===== config.mk =====
export PLATFORM = sky130hd
export DESIGN_NAME = hb_interp_iq
export DESIGN_NICKNAME = d
export VERILOG_FILES = /design/src/rtl/hb_interp_iq.sv
export SDC_FILE = /design/constraint.sdc
export NUM_CORES = 1
export LEC_CHECK = 0
export CAP_MARGIN = 20
export CORE_AREA = 2 2 259 133
export DETAILED_ROUTE_END_ITERATION = 10
export DIE_AREA = 0 0 261 135
export GPL_TIMING_DRIVEN = 0
export PLACE_DENSITY = 0.68
export SYNTH_ARGS = -nofsm -noshare
export SYNTH_HDL_FRONTEND = slang
export SYNTH_SLANG_ARGS = --single-unit

===== constraint.sdc =====
create_clock -name clk -period 6.83 [get_ports clk]
set_clock_uncertainty 0.1 [all_clocks]
set_input_delay 1.366 -clock clk [delete_from_list [all_inputs] [get_ports clk]]
set_output_delay 1.366 -clock clk [all_outputs]
set_load 0.01 [all_outputs]

===== src/rtl/hb_interp_iq.sv =====
// Half-band x2 interpolator for an I/Q pair: 4-tap (-1,9,9,-1)/16 midpoint filter on even
// phases, delayed-sample pass-through on odd phases, with optional bypass and a rate counter.
module hb_interp_iq #(
  parameter int WIDTH = 18
) (
  input  logic                    clk,
  input  logic                    rst,
  input  logic                    enable,
  input  logic                    bypass,
  input  logic [7:0]              cpo,
  output logic                    stb_in,
  input  logic signed [WIDTH-1:0] data_in_i,
  input  logic signed [WIDTH-1:0] data_in_q,
  output logic                    stb_out,
  output logic signed [WIDTH-1:0] data_out_i,
  output logic signed [WIDTH-1:0] data_out_q,
  output logic                    ovf
);

  localparam int ACC_W = WIDTH + 5;
  localparam logic signed [ACC_W-1:0] SAT_MAX  = {{6{1'b0}}, {(WIDTH-1){1'b1}}};
  localparam logic signed [ACC_W-1:0] SAT_MIN  = {{6{1'b1}}, {(WIDTH-2){1'b0}}, 1'b1};
  localparam logic signed [ACC_W-1:0] RND_HALF = ACC_W'(8);

  function automatic logic signed [ACC_W-1:0] fir_mid(
    input logic signed [WIDTH-1:0] d,
    input logic signed [WIDTH-1:0] a,
    input logic signed [WIDTH-1:0] b,
    input logic signed [WIDTH-1:0] c
  );
    logic signed [ACC_W-1:0] s;
    s = ACC_W'(a) + ACC_W'(b);
    return ((s <<< 3) + s) - ACC_W'(d) - ACC_W'(c);
  endfunction

  function automatic logic signed [ACC_W-1:0] round_half_up(input logic signed [ACC_W-1:0] y);
    logic signed [ACC_W-1:0] t;
    t = y + RND_HALF;
    return t >>> 4;
  endfunction

  function automatic logic sat_clip(input logic signed [ACC_W-1:0] v);
    return (v > SAT_MAX) || (v < SAT_MIN);
  endfunction

  function automatic logic signed [WIDTH-1:0] saturate(input logic signed [ACC_W-1:0] v);
    logic signed [ACC_W-1:0] r;
    if (v > SAT_MAX)      r = SAT_MAX;
    else if (v < SAT_MIN) r = SAT_MIN;
    else                  r = v;
    return r[WIDTH-1:0];
  endfunction

  logic [7:0] cnt;
  logic [7:0] cpo_eff;
  logic [7:0] term;
  logic       phase;
  logic       tick;

  logic signed [WIDTH-1:0] din     [2];
  logic signed [WIDTH-1:0] x0      [2];
  logic signed [WIDTH-1:0] x1      [2];
  logic signed [WIDTH-1:0] x2      [2];
  logic signed [ACC_W-1:0] y_p0    [2];
  logic signed [WIDTH-1:0] mid_p0  [2];
  logic [1:0]              clip_p0;
  logic signed [WIDTH-1:0] dout_p1 [2];

  assign din[0] = data_in_i;
  assign din[1] = data_in_q;

  assign cpo_eff = (cpo < 8'd2) ? 8'd2 : cpo;
  assign term    = cpo_eff - 8'd1;
  assign tick    = enable & ~rst & (cnt >= term);
  assign stb_in  = tick & (bypass | ~phase);

  always_ff @(posedge clk) begin
    if (rst) begin
      cnt     <= '0;
      phase   <= 1'b0;
      stb_out <= 1'b0;
      ovf     <= 1'b0;
    end else begin
      cnt     <= (!enable || tick) ? 8'd0 : cnt + 8'd1;
      phase   <= (bypass || !enable) ? 1'b0 : (tick ? ~phase : phase);
      stb_out <= tick;
      if (tick && !bypass && !phase && (|clip_p0)) ovf <= 1'b1;
    end
  end

  // p0: midpoint from the pre-shift delay line and the sample being consumed
  always_comb begin
    clip_p0 = '0;
    for (int ch = 0; ch < 2; ch++) begin
      y_p0[ch]    = round_half_up(fir_mid(din[ch], x0[ch], x1[ch], x2[ch]));
      mid_p0[ch]  = saturate(y_p0[ch]);
      clip_p0[ch] = sat_clip(y_p0[ch]);
    end
  end

  // p1: delay line update and registered output sample
  always_ff @(posedge clk) begin
    if (rst) begin
      for (int ch = 0; ch < 2; ch++) begin
        x0[ch]      <= '0;
        x1[ch]      <= '0;
        x2[ch]      <= '0;
        dout_p1[ch] <= '0;
      end
    end else begin
      for (int ch = 0; ch < 2; ch++) begin
        if (stb_in && !bypass) begin
          x0[ch] <= din[ch];
          x1[ch] <= x0[ch];
          x2[ch] <= x1[ch];
        end
        // Odd phase consumes nothing, so x1 here already holds the post-shift sample.
        if (tick) begin
          if (bypass)      dout_p1[ch] <= din[ch];
          else if (!phase) dout_p1[ch] <= mid_p0[ch];
          else             dout_p1[ch] <= x1[ch];
        end
      end
    end
  end

  assign data_out_i = dout_p1[0];
  assign data_out_q = dout_p1[1];

endmodule

==> results.py <==
metrics = {
    "outcome": {
        "outcome": "completed",
    },
    "route": {
        "wire_per_inst_um": 18.23,
        "drc_errors": 0,
        "detail_route.first_pass.iterations": 5,
        "drt_wl_total_um": 34430,
        "drt_iter0_markers": 906,
        "total_via_count_after_detailed_routing": 10120,
        "drtAntennaViolNets": 0,
        "avgViaCountPerCell": 5.359,
    },
    "setup_path": {
        "r2r_setup_slk_ps": 120,
        "critical_path_start_type": "flop",
        "crit-reg2reg-capture": "dout_p1[1][12]",
        "critical_path.endpoint": "dout_p1[1][12]",
        "critPathMaxFanout": 5,
        "crit_startpoint": "x0[0][19]",
        "worst-endpoint-arrival_ps": 6810,
        "cp-end-kind": "flop",
        "regToRegStartpoint": "x0[0][19]",
        "cp_slowest_stage_delay_ps": 520,
        "worstSetupPathType": "reg2reg",
        "cp_slowest_cell": "sky130_fd_sc_hd__fa_1",
        "worst-r2r-cell-count": 26,
        "timing.critical_path.required_ps": 6930,
    },
    "die": {
        "die_h_um": 135,
        "core.rowCount": 47,
        "die_area_um2": 35240,
        "chipWidth_um": 261,
        "floorplan.initialDensity": 0.3972,
        "placeableCoreArea_um2": 32810,
        "top_level_ports": 87,
    },
    "clock_network": {
        "cts_htree_levels": 4,
        "ctsHoldBuffers": 0,
        "clkTransAtPathRegs_ps": 70,
        "clock_sink_count": 155,
        "numCtsBuffers": 17,
        "tritoncts": "built",
        "cts_buffer_depth": 2,
        "ctsRootBufferMaster": "sky130_fd_sc_hd__clkbuf_16",
        "clk_latency_ps": 440,
    },
    "cells_and_area": {
        "design.final.nets": 1695,
        "layout.cells.most_common_list": "sky130_fd_sc_hd__inv_1 (183), sky130_fd_sc_hd__edfxtp_1 (144), sky130_fd_sc_hd__ha_1 (131), sky130_fd_sc_hd__a21oi_1 (89), sky130_fd_sc_hd__clkdlybuf4s50_1 (84)",
        "drive_above_1_share": 0.1229,
        "antenna_cells_inserted": 0,
        "final_core_utilization": 0.4893,
        "area_growth_syn_to_layout_pct": 23.19,
        "fin_area_um2": 16060,
        "layout.cells.most_common": "sky130_fd_sc_hd__inv_1",
    },
    "sta": {
        "finalMaxSlewViolations": 0,
        "relSlewSlack": 0.4265,
        "totalNegativeSetupSlack_ps": 0,
        "max_clock_freq_mhz": 149.0,
        "post-route-period-util": 0.9824,
        "setup_viol_count_final": 0,
        "holdWs_ps": 367.9,
        "max_slew.worst_pin.slew_ps": 860.2,
        "report.final.hold_viol_count": 0,
        "layout_min_cycle_time_ps": 6710,
        "final_critical_path_setup_slack_ps": 120.1,
    },
    "logic_synthesis": {
        "async_flop_share": 0,
        "synth.yosys.seq_area_share": 0.3487,
        "synth_ff_type": "sky130_fd_sc_hd__edfxtp_1",
        "synth-warning-count": 0,
        "synth_cell_type_count": 66,
        "post_synth_inst_count": 1296,
        "synth.avg_cell_area_um2": 10.06,
        "synth_nets": 1556,
        "summed_instance_area_of_the_synthesized_netlist_um2": 13030,
        "ys_seq_elements": 155,
        "number_of_synthesized_flops_with_an_enable_pin": 144,
    },
    "placement": {
        "dpl-instance-area_um2": 14500,
        "detailedPlacementHpwl_um": 25880,
        "numPortBuffers": 86,
        "place_ws_ps": -755.8,
        "place_congestion": 0.8713,
    },
    "global_route": {
        "grtUsageTotal": 0.1946,
        "grt_start_max_net_pins": 66,
        "first_global_vias": 9944,
        "wire_length_of_the_first_global_routing_pass_um": 52810,
        "antenna_violations_before_repair": 0,
        "overflow_after_grt": 0,
    },
    "power": {
        "pwr_density_cell_nw_per_um2": 351.4,
        "leakagePower_nw": 7.174,
        "vdd_drop_max_mv": 0.1687,
    },
    "min_path": {
        "worst_hold_startpoint": "cnt[0]",
        "worstHoldPathCells": 1,
        "holdCritPathClass": "reg2reg",
    },
    "job": {
        "maxCapViolCount": 0,
    },
}
[through the flow]
stage	instances	total power [W]
2_1_floorplan	1296	0.003241
3_3_place_gp	1823	0.003926
3_5_place_dp	1825	0.003955
4_1_cts	1876	0.005274
5_1_grt	1889	0.006041
6_report	1889	0.005643
[per-layer routing]
metal	track usage	wire, um
met5	0	0
met4	0.06818	996
met3	0.03585	1987
met2	0.3298	16420
met1	0.2508	15030
[state kept, by name, indices dropped and copies added (netlist names)]
| signal | flops |
|---|---|
| cnt | 8 |
| dout_p1 | 36 |
| ovf | 1 |
| phase | 1 |
| stb_out | 1 |
| x0 | 36 |
| x1 | 36 |
| x2 | 36 |
[cells by family after synthesis]
family | count (synthesis) | synth area share
compound gates | 323 | 0.1653
simple gates | 291 | 0.1170
buf+inv | 225 | 0.06557
fa+ha+maj | 212 | 0.2427
flops | 155 | 0.3487
xor+xnor | 88 | 0.05913
mux | 2 | 0.001632
[how the worst min path moves through the flow]
stage,slack (ps),endpoint
after global routing,390,cnt[0]
after global placement,350,cnt[0]
after detailed placement,360,cnt[0]
after CTS,370,cnt[0]
final,370,cnt[0]
after floorplan,330,cnt[0]
[area by class of cell]
class                           count  area (um^2)
Buffer                             37        183.9
Clock buffer                       25        539.3
Clock inverter                      7        73.82
Fill cell                        2922        16760
Inverter                          185        694.4
Multi-Input combinational cell    916         8262
Sequential cell                   155         4544
Tap cell                          441        551.8
Timing Repair Buffer              123         1207
[cells in the mapped netlist, drive strengths merged, types with 14 or more instances]
master / count / area share
a22o: 15 / 0.010
nand3: 14 / 0.0054
nand2: 29 / 0.0084
xor2: 37 / 0.025
and3: 79 / 0.038
a21oi: 98 / 0.038
clkbuf: 37 / 0.011
nor2: 84 / 0.024
o21bai: 16 / 0.0092
fa: 68 / 0.10
nor3: 14 / 0.0054
a21o: 35 / 0.020
ha: 144 / 0.14
xnor2: 51 / 0.034
edfxtp: 144 / 0.33
o21ai: 52 / 0.020
o221ai: 17 / 0.011
o21a: 17 / 0.0098
nor2b: 15 / 0.0072
inv: 185 / 0.053
[critical path, delay by kind of cell, from the launching register on]
kind                     cells  cell delay [ps]
buffers and inverters        4              390
adder cells (fa/ha/maj)      5             1820
XOR/XNOR                     1              180
AND/OR/NAND/NOR              3              980
AO/OA/AOI/OAI               13             2600
flip-flops                   1              400
[power by group]
group	switching, W	internal [W]	leakage [nW]
clock	0.000408	0.000589	0.300
sequential	0.0000165	0.00107	1.58
combinational	0.00200	0.00156	5.30
[what timing repair did]
| action | CTS | global route |
|---|---|---|
| pin swaps | 24 | 37 |
| gates cloned | 2 | 0 |
| setup endpoints to repair | 37 | 38 |
| resized for setup | 54 | 91 |
| setup buffers | 18 | 15 |
Note: power is estimated with default switching activity, not from simulation.
